## src/rtl/ram_fifo_ctrl.sv

```systemverilog
// Dual-mode memory: addressed single-port RAM (mode=0) or circular FIFO (mode=1).
// Optional macro RAM_FIFO_EDGE_EN turns wr_en/rd_en into rising-edge strobes.
module ram_fifo_ctrl #(
  parameter int ADDR_WIDTH = 2,
  parameter int DATA_WIDTH = 4
) (
  input  logic                  clk_2,
  input  logic                  reset,
  input  logic                  mode,
  input  logic                  wr_en,
  input  logic                  rd_en,
  input  logic [ADDR_WIDTH-1:0] addr,
  input  logic [DATA_WIDTH-1:0] wdata,
  output logic [DATA_WIDTH-1:0] rdata,
  output logic                  rvalid,
  output logic [ADDR_WIDTH:0]   count,
  output logic                  empty,
  output logic                  full,
  output logic                  ovf,
  output logic                  udf
);

  localparam int DEPTH = 1 << ADDR_WIDTH;
  localparam logic [ADDR_WIDTH:0]   DEPTH_C = (ADDR_WIDTH + 1)'(DEPTH);
  localparam logic [ADDR_WIDTH:0]   CNT_ONE = (ADDR_WIDTH + 1)'(1);
  localparam logic [ADDR_WIDTH-1:0] PTR_ONE = ADDR_WIDTH'(1);

  logic [DATA_WIDTH-1:0] mem [DEPTH];
  logic [ADDR_WIDTH-1:0] wr_ptr, rd_ptr;
  logic                  mode_q;
  logic                  wr_s, rd_s;

`ifdef RAM_FIFO_EDGE_EN
  // Edge registers keep running in every non-reset cycle, including mode changes.
  logic wr_q, rd_q;
  always_ff @(posedge clk_2) begin
    if (reset) begin
      wr_q <= 1'b0;
      rd_q <= 1'b0;
    end else begin
      wr_q <= wr_en;
      rd_q <= rd_en;
    end
  end
  assign wr_s = wr_en & ~wr_q;
  assign rd_s = rd_en & ~rd_q;
`else
  assign wr_s = wr_en;
  assign rd_s = rd_en;
`endif

  logic mode_chg, active;
  logic ram_wr, ram_rd, push_ok, pop_ok, push_rej, pop_rej;

  assign empty    = (count == '0);
  assign full     = (count == DEPTH_C);
  assign mode_chg = (mode != mode_q);
  assign active   = !reset && !mode_chg;

  assign ram_wr   = active && !mode && wr_s;
  assign ram_rd   = active && !mode && rd_s && !wr_s;
  assign push_ok  = active && mode && wr_s && !full;
  assign pop_ok   = active && mode && rd_s && !empty;
  assign push_rej = active && mode && wr_s && full;
  assign pop_rej  = active && mode && rd_s && empty;

  // Storage has no reset; contents survive reset and mode changes.
  always_ff @(posedge clk_2) begin
    if (ram_wr)
      mem[addr] <= wdata;
    else if (push_ok)
      mem[wr_ptr] <= wdata;
  end

  always_ff @(posedge clk_2) begin
    if (reset) begin
      rdata  <= '0;
      rvalid <= 1'b0;
      count  <= '0;
      wr_ptr <= '0;
      rd_ptr <= '0;
      ovf    <= 1'b0;
      udf    <= 1'b0;
      mode_q <= mode;
    end else if (mode_chg) begin
      rvalid <= 1'b0;
      count  <= '0;
      wr_ptr <= '0;
      rd_ptr <= '0;
      ovf    <= 1'b0;
      udf    <= 1'b0;
      mode_q <= mode;
    end else begin
      rvalid <= ram_rd || pop_ok;
      if (ram_rd)
        rdata <= mem[addr];
      else if (pop_ok)
        rdata <= mem[rd_ptr];
      if (push_ok)
        wr_ptr <= wr_ptr + PTR_ONE;
      if (pop_ok)
        rd_ptr <= rd_ptr + PTR_ONE;
      if (push_ok && !pop_ok)
        count <= count + CNT_ONE;
      else if (pop_ok && !push_ok)
        count <= count - CNT_ONE;
      if (push_rej)
        ovf <= 1'b1;
      if (pop_rej)
        udf <= 1'b1;
    end
  end

endmodule

```

## config.mk

```make
export PLATFORM = sky130hd
export DESIGN_NAME = ram_fifo_ctrl
export DESIGN_NICKNAME = d
export VERILOG_FILES = /design/src/rtl/ram_fifo_ctrl.sv
export SDC_FILE = /design/constraint.sdc
export NUM_CORES = 1
export LEC_CHECK = 0
export ABC_AREA = 1
export ABC_CLOCK_PERIOD_IN_PS = 4300
export CORE_MARGIN = 4
export CORE_UTILIZATION = 40
export DETAILED_ROUTE_END_ITERATION = 10
export PLACE_DENSITY = 0.74
export SLEW_MARGIN = 20
export SYNTH_ARGS = -nofsm -noshare
export SYNTH_HDL_FRONTEND = slang
export SYNTH_SLANG_ARGS = --single-unit
```

## constraint.sdc

```tcl
create_clock -name clk_2 -period 4.3 [get_ports clk_2]
set_clock_uncertainty 0.05 [all_clocks]
set_input_delay 0.86 -clock clk_2 [delete_from_list [all_inputs] [get_ports clk_2]]
set_output_delay 0.86 -clock clk_2 [all_outputs]
set_load 0.01 [all_outputs]
```

# [Yosys cells after proc, flatten, opt, wreduce, memory -nomap -nowiden]
# Memories as Yosys holds them, arrays and structs flattened. A register that Yosys moved wholly into a read port is not among the register bits.
# Cells that the tools add are included.
[totals] register_bits=15 ram_bits=16 in_bits=11 output_inout_bits=12 word_cells=62 memories=1
[op_classes] add_sub_neg=4 n_eq_ne=2 muxes=16 n_bitwise=1 n_reduce_logical=30
[mem_list] memory="mem" depth=4 width=4 read_ports=2 rd_clocked_by_memory_dff=1 wr=1 line="28" rtl="logic [DATA_WIDTH-1:0] mem [DEPTH];"
[op_table] operator="logical AND 1 bit" n=14
[op_table] operator="2-to-1 mux 4 bit" n=3
[op_table] operator="logical NOT 1 bit" n=8
[op_table] operator="2-to-1 mux 1 bit" n=8
[op_table] operator="2-to-1 mux 2 bit" n=3
[op_table] operator="2-to-1 mux 3 bit" n=2
[op_table] operator="nonzero test 2 bit" n=3
[op_table] operator="adder 2 x 1 -> 2 bit (second input constant)" n=2
[op_table] operator="OR reduction 4 bit" n=1
[op_table] operator="adder 3 x 1 -> 3 bit (second input constant)" n=1
[op_table] operator="== test 3 bit (second input constant)" n=1
[op_table] operator="logical NOT 3 bit" n=1
[op_table] operator="subtractor 3 x 1 -> 3 bit (second input constant)" n=1
[op_table] operator="AND reduction 2 bit" n=1
[op_table] operator="OR reduction 2 bit" n=1
[op_table] operator="logical OR 1 bit" n=1
[op_table] operator="!= test 1 bit" n=1
[op_table] operator="NOT 1 bit" n=1

# [Longest topological paths before layout]
[depth] ltp_word=11 depth_mapped=13 ltp_nobuf=12

# [Worst setup path before layout]
# No wires, ideal clock.
[synth_path] path_kind="input to register" start="in reset" end="reg count[2]" setup_ns=0.078 t_arrival_ns=2.294 t_required_ns=4.172 setup_slack_ns=1.878 stages=12 n_path_buf=1 cell_sequence="inv_1 -> buf_4 -> nand4_1 -> nor2_2 -> ha_1 -> inv_1 -> fa_1 -> a21oi_1 -> o21ai_0 -> nand2_1 -> inv_1 -> nor3_1"
[synth_between] elab_chain_cells=8 elab_cells_between_ends=14 cone_classes="1 x mux; 13 x reduce/logical"
[synth_rtl] item="start: declaration" line="8" rtl="input logic reset,"
[synth_rtl] item="logical NOT 1 bit *" line="58" rtl="assign active = !reset && !mode_chg;"
[synth_rtl] item="logical AND 1 bit *" line="58"
[synth_rtl] item="logical AND 1 bit * (3 in series)" line="62" rtl="assign push_ok = active && mode && wr_s && !full;"
[synth_rtl] item="net push_ok" line="53" rtl="logic ram_wr, ram_rd, push_ok, pop_ok, push_rej, pop_rej;"
[synth_rtl] item="logical NOT 1 bit" line="105" rtl="else if (pop_ok && !push_ok)"
[synth_rtl] item="logical AND 1 bit" line="105"
[synth_rtl] item="nonzero test 2 bit (no line)"
[synth_rtl] item="end signal: assignment" line="104" rtl="count <= count + CNT_ONE;"
[synth_rtl] item="end signal: assignment" line="106" rtl="count <= count - CNT_ONE;"
[synth_rtl] item="end: declaration" line="16" rtl="output logic [ADDR_WIDTH:0] count,"
# The timed path passes the listed nets; every way through them passes the cells marked *.
# A chain may end at the register's enable or synchronous reset.

# [Worst setup path in the final report]
# Same ends and word-level chain as after synthesis.

==> results.md <==
- Kind of critical path: input port to flop
- Arrival time worst endpoint: 2910 ps
- Post-synth top cells: nand2_1 (55), nand3_1 (34), nor2_1 (25), inv_1 (24), edfxtp_1 (17)
- Net count after synthesis: 214
- Per-cell routed wire length: around 12 um
- Area Overhead vs Synth: 22.6%
- Req. time, crit path: 4390 ps
- Post-CTS Resized: 0
- CTS Hold Buffers Added: 0
- GR Overflow Total: 0
- # setup viols final: 0
- Syn. warnings: 0
- CP Launch Type: input port
- Clk_lat worst skew: 290 ps
- Top cell type by total area after synthesis: edfxtp_1
- Gpl congestion: 0.884
- Slowest CP cell: clkdlybuf4s50_1
- CP cell instances: clkdlybuf4s50_1, inv_1, nand4_1, nor2_2, ha_1, inv_1, fa_1, a21oi_1, o21ai_0, nor2_1, nor3_1
- Critical Path Fanout Max: 11
- Pin count of the biggest net entering global routing: 12
- Final Hold Vio Count: 0
- Die Y: 71.5 um
- Synth Area in XOR/XNOR: 1.09%
- Yosys top cell area share: 31.7%
- Sequential element share of the synthesized area: 51.6%
- # rows: 22
- Via density: about 4.8
- Clk buf depth: 2
- Hold Crit Class: flop to flop
- Layout cell share with drive strength beyond 1: 6.61%
- Avg Cell Area, Syn: 8.01 sq um
- Mux share of post-synthesis cell area: 0.622%
- Complex-gate fraction of the synthesized area: 2.80%
- Root Buffer: clkbuf_8
- CTS tree: done
- CTS buffer count: 5
- Max-cap viol count: 0
- DRC Markers: 0
- Largest family of logic cells by synthesized area: simple AND/OR/NAND/NOR gates
- Maximum clock rate: 354 MHz
- Pre-Repair DR Iteration Count: 4
- Crit share post-route: approximately two thirds
- Unique masters post-synth: 21
- First-pass GRT wire length: approximately 5.5 mm
- Adder-cell area share of the yosys netlist: under 10%
- Core Box Area: 3770 sq um
- Clk pin slew, worst setup/hold paths: 70 ps
- Post-synthesis simple-gate area fraction: 34.9%
- RSZ-0062 raised after global routing: no
- Nets@finish: 239
- Initial antenna violation count: 0
- Die area: about 5100 sq um
- Post-synth EDFFs: 17
- Vias in the first global route: 1274
- Seq cells post-synth: 33
- First DRT Iteration DRCs: 80
- Max Slew Vio Count: 0
- Die X: 71.5 um
- Critical Path Max Stage Delay: just under 400 ps
- Clock sinks: 33
- Post-route ant nets: 0
- Vias: roughly 1300
- Peak supply drop: 0.180 mV
- Element type at the critical path end: flop
- Routed WL: between 3 and 4 mm
- PwrDens: about 340 nW/um^2
- Design area: between 1500 and 2000 sq um
- Top post-synthesis cells by area: edfxtp_1 (32%), dfxtp_1 (20%), nand2_1 (13%), nand3_1 (11%), nor2_1 (5.8%)
- P_leak: 0.813 nW
- Starting Density: between 40% and 50%
- H-tree levels: 2
- IO buf count: 22
- Synthesized area: about 1600 sq um
- Least-Margin Pin Slew: 948 ps
- FILL cells: 345
- Mapped Cells: approximately 200
- Status: complete, no violations
- Gr usage total: 13.9%
- N_diodes: 0
- Setup Buffers After CTS: 0
- Async SR Flop Fraction: 0%
- Placed instance area: 1870 sq um
- Ports: 23
- Most used cell, CP: inv_1
- Setup TNS: 0 ps
- Minimum clock period after layout: 2820 ps
- Top-count cell post-synth: nand2_1
- Main synth FF type: edfxtp_1
- Worst rel slew slack: between 30% and 40%
- DP HPWL: 2.47 mm
==> placed cells by master (no fill, tap or decap) <==
cell type / netlist / final
a21oi_1: 5 / 5
bufinv_16: 0 / 1
clkbuf_1: 0 / 1
clkbuf_8: 0 / 5
clkdlybuf4s50_1: 0 / 22
clkinv_1: 0 / 1
dfxtp_1: 16 / 16
edfxtp_1: 17 / 17
fa_1: 1 / 1
ha_1: 1 / 1
inv_1: 24 / 24
mux2i_1: 1 / 1
nand2_1: 55 / 55
nand2_2: 1 / 1
nand3_1: 34 / 34
nand4_1: 1 / 1
nand4_2: 1 / 1
nor2_1: 25 / 25
nor2_2: 5 / 5
nor3_1: 2 / 2
nor3b_2: 2 / 2
o21ai_0: 2 / 2
o21ai_1: 2 / 2
xor2_1: 2 / 2
==> flip-flops by register name (all words and copies together), names as in the netlist, named ones only <==
signal	count
rd_ptr	2
count	3
wr_ptr	2
mode_q	1
rdata	4
udf	1
mem	16
ovf	1
rvalid	1
==> logic make-up after synthesis <==
| group | Yosys count |
|---|---|
| AND/OR/NAND/NOR | 126 |
| flip-flops | 33 |
| buffers and inverters | 28 |
| AO/OA/AOI/OAI | 9 |
| XOR/XNOR | 2 |
| adder cells (fa/ha/maj) | 2 |
| multiplexers | 1 |
==> metal layers <==
metal  wire length, um  vias up  track usage [%]
met2              1560       24             23.5
li1                  -      699                -
met5                 0        -                0
met4                61        0             6.05
met1              1460      584             15.9
met3               149        6             4.77
==> power breakdown <==
group	switching [mW]	total, mW	internal, mW
Combinational	0.0298	0.0520	0.0222
Clock	0.114	0.285	0.171
Sequential	0.00347	0.340	0.336
==> worst paths after layout <==
path | from | endpoint | slack (ps) | depth (start not counted)
max | reset | count[2] | 1480 | 11
min | ovf | ovf | 420 | 2
max reg2reg | count[0] | count[2] | 2160 | 11
min reg2reg | ovf | ovf | 420 | 2
==> final cells by class <==
cell class                      instances  area [sq um]  area share (%)
Sequential cell                        33           831            42.1
Multi-Input combinational cell        140           667            33.8
Timing Repair Buffer                   22           220            11.2
Inverter                               24          90.1            4.56
Clock buffer                            6          72.6            3.68
Tap cell                               48          60.1            3.04
Clock inverter                          2          33.8            1.71
==> worst max-delay path: cells and delay by family <==
kind | cells | cell delay [ps]
adder cells (fa/ha/maj) | 2 | 560
AND/OR/NAND/NOR | 4 | 520
buffers and inverters | 3 | 680
AO/OA/AOI/OAI | 2 | 280
==> stage by stage <==
stage / power, mW / utilization [%] / hold WS (ps) / setup slack (ps) / cells
after global placement: 0.398 / 49.5 / 402 / 1290 / 267
after global routing: 0.699 / 52.4 / 451 / 1290 / 275
final: 0.676 / 52.4 / 418 / 1480 / 275
after floorplan: 0.376 / - / 408 / 1880 / 201
after detailed placement: 0.399 / 49.5 / 405 / 1190 / 267
after CTS: 0.683 / 52.4 / 422 / 1500 / 275
Power figures use the tool's default switching activity.
